--- config.mk ---
export PLATFORM = sky130hd
export DESIGN_NAME = spi_slave_responder_flat
export DESIGN_NICKNAME = d
export VERILOG_FILES = /design/src/rtl/spi_slave_responder_pkg.sv /design/src/rtl/spi_slave_responder_if.sv /design/src/rtl/spi_slave_responder_sync_edge_detect.sv /design/src/rtl/spi_slave_responder.sv /design/src/flat_wrapper.sv
export SDC_FILE = /design/constraint.sdc
export NUM_CORES = 1
export LEC_CHECK = 0
export ABC_AREA = 1
export CORE_MARGIN = 2
export CORE_UTILIZATION = 45
export CTS_CLUSTER_SIZE = 10
export DETAILED_ROUTE_END_ITERATION = 6
export HOLD_SLACK_MARGIN = 0.08
export PLACE_DENSITY = 0.73
export SKIP_LAST_GASP = 1
export SLEW_MARGIN = 5
export SYNTH_ARGS = -nofsm -noshare
export SYNTH_HDL_FRONTEND = slang
export SYNTH_HIERARCHICAL = 1
export SYNTH_SLANG_ARGS = --single-unit
--- constraint.sdc ---
create_clock -name clk_i -period 2.59 [get_ports clk_i]
set_clock_uncertainty 0.1 [all_clocks]
set_input_delay 0.518 -clock clk_i [delete_from_list [all_inputs] [get_ports clk_i]]
set_output_delay 0.518 -clock clk_i [all_outputs]
set_load 0.02 [all_outputs]
--- src/rtl/spi_slave_responder_pkg.sv ---
// Shared SPI definitions: state encoding, default word size and bus mode.
package spi_slave_responder_pkg;

    typedef enum logic {
        IDLE   = 1'b0,
        ACTIVE = 1'b1
    } state_t;

    localparam int unsigned DEFAULT_DATA_WIDTH = 8;

    // {CPOL, CPHA}; mode 0 samples on SCLK rise and shifts on SCLK fall.
    localparam logic [1:0] SPI_MODE = 2'b00;

endpackage

--- src/rtl/spi_slave_responder_if.sv ---
// SPI pin bundle shared by the master and the responder.
interface spi_slave_responder_if;

    logic sclk;
    logic cs_n;
    logic mosi;
    logic miso;
    logic miso_oe;

    modport master (
        output sclk, cs_n, mosi,
        input  miso, miso_oe
    );

    modport slave (
        input  sclk, cs_n, mosi,
        output miso, miso_oe
    );

endinterface

--- src/rtl/spi_slave_responder_sync_edge_detect.sv ---
// Multi-flop synchronizer for an asynchronous pin with rise/fall strobes.
module sync_edge_detect #(
    parameter int unsigned SYNC_STAGES = 2,
    parameter logic        RESET_VAL   = 1'b0
) (
    input  logic clk_i,
    input  logic rst_ni,
    input  logic async_i,
    output logic level_o,
    output logic rise_o,
    output logic fall_o
);

    logic [SYNC_STAGES-1:0] sync_q;
    logic                   prev_q;

    // Synchronizer chain plus one extra copy for edge detection.
    always_ff @(posedge clk_i or negedge rst_ni) begin
        if (!rst_ni) begin
            sync_q <= {SYNC_STAGES{RESET_VAL}};
            prev_q <= RESET_VAL;
        end else begin
            sync_q <= {sync_q[SYNC_STAGES-2:0], async_i};
            prev_q <= sync_q[SYNC_STAGES-1];
        end
    end

    assign level_o = sync_q[SYNC_STAGES-1];
    assign rise_o  = sync_q[SYNC_STAGES-1] & ~prev_q;
    assign fall_o  = ~sync_q[SYNC_STAGES-1] & prev_q;

endmodule

--- src/rtl/spi_slave_responder.sv ---
// SPI mode-0 slave: oversampled pins, MSB-first receive and transmit shifters.
module spi_slave_responder
    import spi_slave_responder_pkg::*;
#(
    parameter int unsigned DATA_WIDTH  = DEFAULT_DATA_WIDTH,
    parameter int unsigned SYNC_STAGES = 2
) (
    input  logic                  clk_i,
    input  logic                  rst_ni,
    spi_slave_responder_if.slave  spi,
    input  logic [DATA_WIDTH-1:0] tx_data_i,
    output logic                  tx_loaded_o,
    output logic [DATA_WIDTH-1:0] rx_data_o,
    output logic                  rx_valid_o,
    output logic                  busy_o
);

    localparam int unsigned CNT_W = $clog2(DATA_WIDTH);
    localparam logic [CNT_W-1:0] LAST_BIT = CNT_W'(DATA_WIDTH - 1);

    logic sclk_level, sclk_rise, sclk_fall;
    logic cs_level, cs_rise, cs_fall;
    logic [SYNC_STAGES-1:0] mosi_sync_q;
    logic mosi_sync;

    state_t                state_q, state_d;
    logic [DATA_WIDTH-1:0] tx_shift_q, tx_shift_d;
    logic [DATA_WIDTH-2:0] rx_shift_q, rx_shift_d;
    logic [DATA_WIDTH-1:0] rx_data_q, rx_data_d;
    logic [CNT_W-1:0]      bit_cnt_q, bit_cnt_d;
    logic                  word_done_q, word_done_d;
    logic                  rx_valid_q, rx_valid_d;
    logic                  tx_loaded_q, tx_loaded_d;
    logic                  miso_q, miso_d;
    logic [DATA_WIDTH-1:0] rx_word;

    sync_edge_detect #(.SYNC_STAGES(SYNC_STAGES), .RESET_VAL(1'b0)) u_sclk_sync (
        .clk_i   (clk_i),
        .rst_ni  (rst_ni),
        .async_i (spi.sclk),
        .level_o (sclk_level),
        .rise_o  (sclk_rise),
        .fall_o  (sclk_fall)
    );

    sync_edge_detect #(.SYNC_STAGES(SYNC_STAGES), .RESET_VAL(1'b1)) u_cs_sync (
        .clk_i   (clk_i),
        .rst_ni  (rst_ni),
        .async_i (spi.cs_n),
        .level_o (cs_level),
        .rise_o  (cs_rise),
        .fall_o  (cs_fall)
    );

    // MOSI only needs its level, so it gets a bare synchronizer chain.
    always_ff @(posedge clk_i or negedge rst_ni) begin
        if (!rst_ni) mosi_sync_q <= '0;
        else         mosi_sync_q <= {mosi_sync_q[SYNC_STAGES-2:0], spi.mosi};
    end
    assign mosi_sync = mosi_sync_q[SYNC_STAGES-1];

    // State and datapath registers.
    always_ff @(posedge clk_i or negedge rst_ni) begin
        if (!rst_ni) begin
            state_q     <= IDLE;
            tx_shift_q  <= '0;
            rx_shift_q  <= '0;
            rx_data_q   <= '0;
            bit_cnt_q   <= '0;
            word_done_q <= 1'b0;
            rx_valid_q  <= 1'b0;
            tx_loaded_q <= 1'b0;
            miso_q      <= 1'b0;
        end else begin
            state_q     <= state_d;
            tx_shift_q  <= tx_shift_d;
            rx_shift_q  <= rx_shift_d;
            rx_data_q   <= rx_data_d;
            bit_cnt_q   <= bit_cnt_d;
            word_done_q <= word_done_d;
            rx_valid_q  <= rx_valid_d;
            tx_loaded_q <= tx_loaded_d;
            miso_q      <= miso_d;
        end
    end

    // Next-state, shifting and strobe generation.
    always_comb begin
        state_d     = state_q;
        tx_shift_d  = tx_shift_q;
        rx_shift_d  = rx_shift_q;
        rx_data_d   = rx_data_q;
        bit_cnt_d   = bit_cnt_q;
        word_done_d = word_done_q;
        rx_valid_d  = 1'b0;
        tx_loaded_d = 1'b0;
        miso_d      = 1'b0;
        rx_word     = {rx_shift_q, mosi_sync};

        case (state_q)
            IDLE: begin
                // Covers both a cs_fall and CS already low coming out of reset.
                if (!cs_level) begin
                    state_d     = ACTIVE;
                    tx_shift_d  = tx_data_i;
                    tx_loaded_d = 1'b1;
                    bit_cnt_d   = '0;
                    word_done_d = 1'b0;
                end
            end
            ACTIVE: begin
                if (cs_rise) begin
                    // Deselect discards any partial word and drops a coincident SCLK edge.
                    state_d     = IDLE;
                    bit_cnt_d   = '0;
                    word_done_d = 1'b0;
                end else begin
                    if (sclk_rise) begin
                        rx_shift_d = rx_word[DATA_WIDTH-2:0];
                        if (bit_cnt_q == LAST_BIT) begin
                            rx_data_d   = rx_word;
                            rx_valid_d  = 1'b1;
                            bit_cnt_d   = '0;
                            word_done_d = 1'b1;
                        end else begin
                            bit_cnt_d = bit_cnt_q + 1'b1;
                        end
                    end
                    if (sclk_fall) begin
                        if (word_done_q) begin
                            tx_shift_d  = tx_data_i;
                            tx_loaded_d = 1'b1;
                            word_done_d = 1'b0;
                        end else begin
                            tx_shift_d = {tx_shift_q[DATA_WIDTH-2:0], 1'b0};
                        end
                    end
                end
            end
            default: state_d = IDLE;
        endcase

        // MISO trails the shifter by one cycle in steady state; on entry it
        // follows the freshly loaded word so the first bit is ready at once.
        if (state_d == ACTIVE)
            miso_d = (state_q == ACTIVE) ? tx_shift_q[DATA_WIDTH-1] : tx_shift_d[DATA_WIDTH-1];
    end

    assign spi.miso    = miso_q;
    assign spi.miso_oe = (state_q == ACTIVE);
    assign busy_o      = (state_q == ACTIVE);
    assign rx_data_o   = rx_data_q;
    assign rx_valid_o  = rx_valid_q;
    assign tx_loaded_o = tx_loaded_q;

endmodule

--- src/flat_wrapper.sv ---
// flat-port wrapper written by rule: the top's interface ports become plain ports
module spi_slave_responder_flat import spi_slave_responder_pkg::*;
#(
    parameter int unsigned DATA_WIDTH  = DEFAULT_DATA_WIDTH,
    parameter int unsigned SYNC_STAGES = 2
)
  (clk_i, rst_ni, tx_data_i, tx_loaded_o, rx_data_o, rx_valid_o, busy_o, spi_sclk, spi_cs_n, spi_mosi, spi_miso, spi_miso_oe);
  spi_slave_responder_if spi_i ();
  input  logic clk_i;
  input  logic rst_ni;
  input  logic [DATA_WIDTH-1:0] tx_data_i;
  output logic tx_loaded_o;
  output logic [DATA_WIDTH-1:0] rx_data_o;
  output logic rx_valid_o;
  output logic busy_o;
  input wire logic [$bits(spi_i.sclk)-1:0] spi_sclk;
  input wire logic [$bits(spi_i.cs_n)-1:0] spi_cs_n;
  input wire logic [$bits(spi_i.mosi)-1:0] spi_mosi;
  output wire logic [$bits(spi_i.miso)-1:0] spi_miso;
  output wire logic [$bits(spi_i.miso_oe)-1:0] spi_miso_oe;
  assign spi_i.sclk = spi_sclk;
  assign spi_i.cs_n = spi_cs_n;
  assign spi_i.mosi = spi_mosi;
  assign spi_miso = spi_i.miso;
  assign spi_miso_oe = spi_i.miso_oe;
  spi_slave_responder #(.DATA_WIDTH(DATA_WIDTH), .SYNC_STAGES(SYNC_STAGES)) u_core (.clk_i(clk_i), .rst_ni(rst_ni), .spi(spi_i), .tx_data_i(tx_data_i), .tx_loaded_o(tx_loaded_o), .rx_data_o(rx_data_o), .rx_valid_o(rx_valid_o), .busy_o(busy_o));
endmodule
Word-level counts from Yosys, hierarchy flattened

Cells that the tools add are included.

Memory bits (writable): 0
Memories kept: 0
Logic and storage cells: 63
Bits in latches: 0
Bits in registers: 39
Bits in read-only memories: 0
Bits of input ports: 13
Output and inout port bits: 13

Bitwise gates (word level): 8
$add $sub $neg: 1
Shifts and indexed selects: 0
Reductions and logical operators: 4
Mux-type cells: 30
Multipliers: 0
Order comparisons: 0
Divide/modulo/power cells: 0
Equality and inequality tests: 5

Operators by type and width:

| operator                                                         | number |
|---|---|
| 8-bit 2-to-1 mux                                                 | 4 |
| 1-bit 2-to-1 mux                                                 | 17 |
| 8-bit case mux with 2 select lines                               | 1 |
| 3-bit 2-to-1 mux                                                 | 4 |
| 1-bit case mux with 2 select lines                               | 3 |
| 3-bit case mux with 2 select lines                               | 1 |
| 3-bit AND reduction                                              | 2 |
| 1-bit NOT                                                        | 5 |
| 2-bit != test (second input constant)                            | 2 |
| 4-bit AND reduction                                              | 1 |
| 3-bit by 1-bit adder with 3-bit output (second input constant)   | 1 |
| 1-bit bitwise AND                                                | 3 |
| 3-bit equality test (second input constant)                      | 1 |
| 3-bit by 1-bit != test with 1-bit output (second input constant) | 1 |
| 2-bit by 1-bit != test with 1-bit output (second input constant) | 1 |
| 2-bit AND reduction                                              | 1 |

Logic depth before layout (Yosys ltp)

Depth in word-level cells: 7
Depth in mapped cells: 8
Mapped depth without buffers: 8

Cells and area by module

Netlist, hierarchy kept.

Modules (own cells, without submodules):

| module                                 | area an instance (µm²) | instances | cells each | seq. area each (µm²) |
|---|---|---|---|---|
| spi_slave_responder                    | 1500.2                 | 1         | 177        | 825.8 |
| sync_edge_detect at u_core.u_cs_sync   | 93.8                   | 1         | 7          | 78.8 |
| sync_edge_detect at u_core.u_sclk_sync | 90.1                   | 1         | 7          | 75.1 |

Least setup slack after synthesis

Ideal clock, no wire load.

Kind: reg-to-reg
From: register u_core.u_cs_sync.sync_q[1]
To: register u_core.rx_shift_q[5]
Slack: 1.117 ns
Data arrival time: 1.252 ns
Data required time: 2.370 ns
Clock period less this slack: 1.473 ns
Stages on the path, launching flop included: 9
Library setup time: 0.120 ns
Path buffers: 1
Cell sequence: dfstp_2 -> inv_1 -> nor2_1 -> inv_1 -> nand2_4 -> nor2_4 -> buf_6 -> nand2_1 -> o21ai_2

Word-level cells in the longest chain between the ends: 3

RTL lines:

| element                              | RTL line                                   | source |
|---|---|---|
| start: declaration                   | spi_slave_responder_sync_edge_detect.sv:14 | `logic [SYNC_STAGES-1:0] sync_q;` |
| start signal: assignment             | spi_slave_responder_sync_edge_detect.sv:20 | `sync_q <= {SYNC_STAGES{RESET_VAL}};` |
| start signal: assignment             | spi_slave_responder_sync_edge_detect.sv:23 | `sync_q <= {sync_q[SYNC_STAGES-2:0], async_i};` |
| 1-bit bitwise AND                    | spi_slave_responder_sync_edge_detect.sv:29 | `assign rise_o = sync_q[SYNC_STAGES-1] & ~prev_q;` |
| net u_core.cs_rise                   | spi_slave_responder.sv:22                  | `logic cs_level, cs_rise, cs_fall;` |
| 1-bit NOT (no source line)           | n/a                                        |  |
| 3-bit AND reduction (no source line) | n/a                                        |  |
| end signal: assignment               | spi_slave_responder.sv:77                  | `rx_shift_q <= rx_shift_d;` |
| end: declaration                     | spi_slave_responder.sv:28                  | `logic [DATA_WIDTH-2:0] rx_shift_q, rx_shift_d;` |

The timed path passes the listed nets, and every way through them passes these cells.
A chain may end at the register's enable or synchronous reset.

Worst setup path in the final report

From: register u_core.state_q (netlist: u_core/busy_o)
To: output busy_o

RTL lines:

| element                  | RTL line                  | source |
|---|---|---|
| start: declaration       | spi_slave_responder.sv:26 | `state_t state_q, state_d;` |
| start signal: assignment | spi_slave_responder.sv:75 | `state_q <= state_d;` |
| end: declaration         | flat_wrapper.sv:15        | `output logic busy_o;` |

No word-level cell between the ends.

==> qor.csv <==
stage;metric;value;unit
run_status;run status;finished clean;
floorplanning;Die Width;65.04;um
setup_path;crit-path cells;clkdlybuf4s50_1;
setup_path;CP top delay family;buffers and inverters;
setup_path;Req. time, crit path;1.97;ns
setup_path;CP Max Fanout;9;
floorplanning;die area;0.004230;sq mm
power_and_ir_drop;Lkg Pwr;1.082;nW
setup_path;CP peak stage delay;0.67;ns
detailed_routing;routed length per instance;10.93;um
floorplanning;Initial Util;46.14;%
clock_tree;Clock Latency Late Sink;0.29;ns
detailed_routing;Routed Antenna Nets;0;
clock_tree;CTS Buf Count;5;
floorplanning;row cnt;22;
worst_hold_path;Hold Path Class;in -> async;
setup_path;Crit Reg-Reg Endpoint;u_core/rx_shift_q[6];
floorplanning;Core Region;0.003633;sq mm
setup_path;flop2flop setup slack;0.95;ns
finish;nets;233;
timing;Worst slew margin;44.29;%
grt;initial antenna violation count;0;
timing;TNS Setup;0;ns
clock_tree;Max Root-Sink Buffers;2;
grt;vias in the first global route;1206;
clock_tree;CTS Sinks;39;
finish;fraction of layout cells with a size suffix above 1;10.50;%
yosys;mapped cell area;0.001677;sq mm
finish;P&R area growth vs syn;22.76;%
detailed_routing;via count;1265;
timing;crit share post-route;82.68;%
grt;aggregate global routing overflow;0;
setup_path;CP max-delay cell;clkdlybuf4s50_1;
yosys;Synthesis Warnings;6;
grt;GR Layer Usage met2;26.55;%
yosys;Syn Inst Count;189;
detailed_routing;drt first pass iters;5;
setup_path;worst r2r src;u_core/u_cs_sync/sync_q[1];
setup_path;crit path kind;reg -> out;
grt;first-pass GRT wire length;5271;um
clock_tree;root buffer cell;clkbuf_8;
timing;final-report setup violation count;0;
timing;highest clock rate;467.0;MHz
clock_tree;H-tree depth;2;
finish;diode count;0;
place;cell count after placement;259;
place;routability congestion estimate;0.7776;
setup_path;crit path DAT;1.52;ns
clock_tree;CTS tree;done;
place;post-DP HPWL;2028;um
grt;Overall Global Routing Usage;16.64;%
grt;grt met3 use;4.167;%
detailed_routing;Residual DRC;0;
floorplanning;I/O pins;26;
yosys;Post-Syn Nets;204;
setup_path;Crit. End Element;output port;
timing;worst hold slack;0.2305;ns
timing;minimum clock period;2.142;ns
grt;largest net degree at the start of global routing;40;
grt;met1 Usage GRT;21.31;%
timing;Worst Tran Pin Value;0.8356;ns
detailed_routing;drt first-iter violations;110;
timing;endpoints failing hold;0;
power_and_ir_drop;Max VDD drop;345.4;uV
clock_tree;hold_buf cts;0;
finish;non-filler cells, final;267;
timing;fin. max-slew vios;0;
clock_tree;CTS resizes;0;
detailed_routing;Routed Wire Length;2919;um
timing;RSZ-0062 raised after global routing;false;
detailed_routing;Vias/cell;4.738;
clock_tree;clk slew on worst S/H paths;0.07;ns
grt;GR peak layer;met2;
job;Max Cap Violations;0;
setup_path;startpoint types;flop;
clock_tree;Post-CTS Setup Bufs;0;
setup_path;CP bufs+invs;1;
place;Buffers on Ports;25;
floorplanning;Die Y;65.04;um
power_and_ir_drop;Power Density;759.9;mW/mm^2
setup_path;reg2reg path depth;8;
yosys;Avg Inst Size Synth;8.871;sq um
[worst max-delay path by stage]
stage	start	endpoint	slack, ns	depth (start not counted)
6_report	u_core/busy_o	busy_o	0.45	1
5_1_grt	u_core/busy_o	spi_miso_oe	0.38	1
4_1_cts	u_core/busy_o	busy_o	0.44	1
3_5_place_dp	u_core/busy_o	busy_o	0.76	1
3_3_place_gp	u_core/busy_o	spi_miso_oe	0.79	1
2_1_floorplan	u_core/u_cs_sync/sync_q[1]	u_core/rx_shift_q[5]	1.13	8
[layout by cell type (no fill, tap or decap), drive strengths merged]
| cell | n |
|---|---|
| a21oi | 1 |
| buf | 1 |
| clkbuf | 8 |
| clkdlybuf4s50 | 24 |
| dfrtp | 36 |
| dfstp | 3 |
| ha | 2 |
| inv | 17 |
| nand2 | 89 |
| nand3 | 18 |
| nand4 | 2 |
| nor2 | 11 |
| o21ai | 7 |
[flip-flops by register name (all words and copies together) (netlist names), 2 cells and up]
name                       flops
u_core/rx_data_o               8
u_core/tx_shift_q              8
u_core/rx_shift_q              7
u_core/bit_cnt_q               3
u_core/mosi_sync_q             2
u_core/u_cs_sync/sync_q        2
u_core/u_sclk_sync/sync_q      2
[stage by stage]
stage / cell area [sq um] / setup slack (ns) / total power [mW] / utilization [%]
2_1_floorplan: 1677 / 1.129 / 1.030 / -
3_3_place_gp: 1958 / 0.7863 / 1.127 / 53.89
3_5_place_dp: 1958 / 0.7636 / 1.137 / 53.89
4_1_cts: 2058 / 0.4419 / 1.579 / 56.65
5_1_grt: 2058 / 0.3846 / 1.675 / 56.65
6_report: 2058 / 0.4485 / 1.564 / 56.65
[cell type report]
class | instances | area, sq um
Clock buffer | 8 | 100.1
Fill cell | 353 | 1575
Inverter | 17 | 66.31
Multi-Input combinational cell | 130 | 606.8
Sequential cell | 39 | 979.7
Tap cell | 48 | 60.06
Timing Repair Buffer | 25 | 245.2
[routing by layer]
layer	part of all wire [%]	up-vias	wire (um)
met5	0	-	0
met4	1.8	0	52
met3	3.7	5	109
met2	47	25	1361
met1	48	594	1396
li1	-	641	-
[power breakdown]
part / total [mW] / internal, mW / switching, mW
clock network: 0.440 / 0.243 / 0.197
registers: 0.804 / 0.727 / 0.0766
logic: 0.320 / 0.131 / 0.189
(Power assumes the default switching activity.)
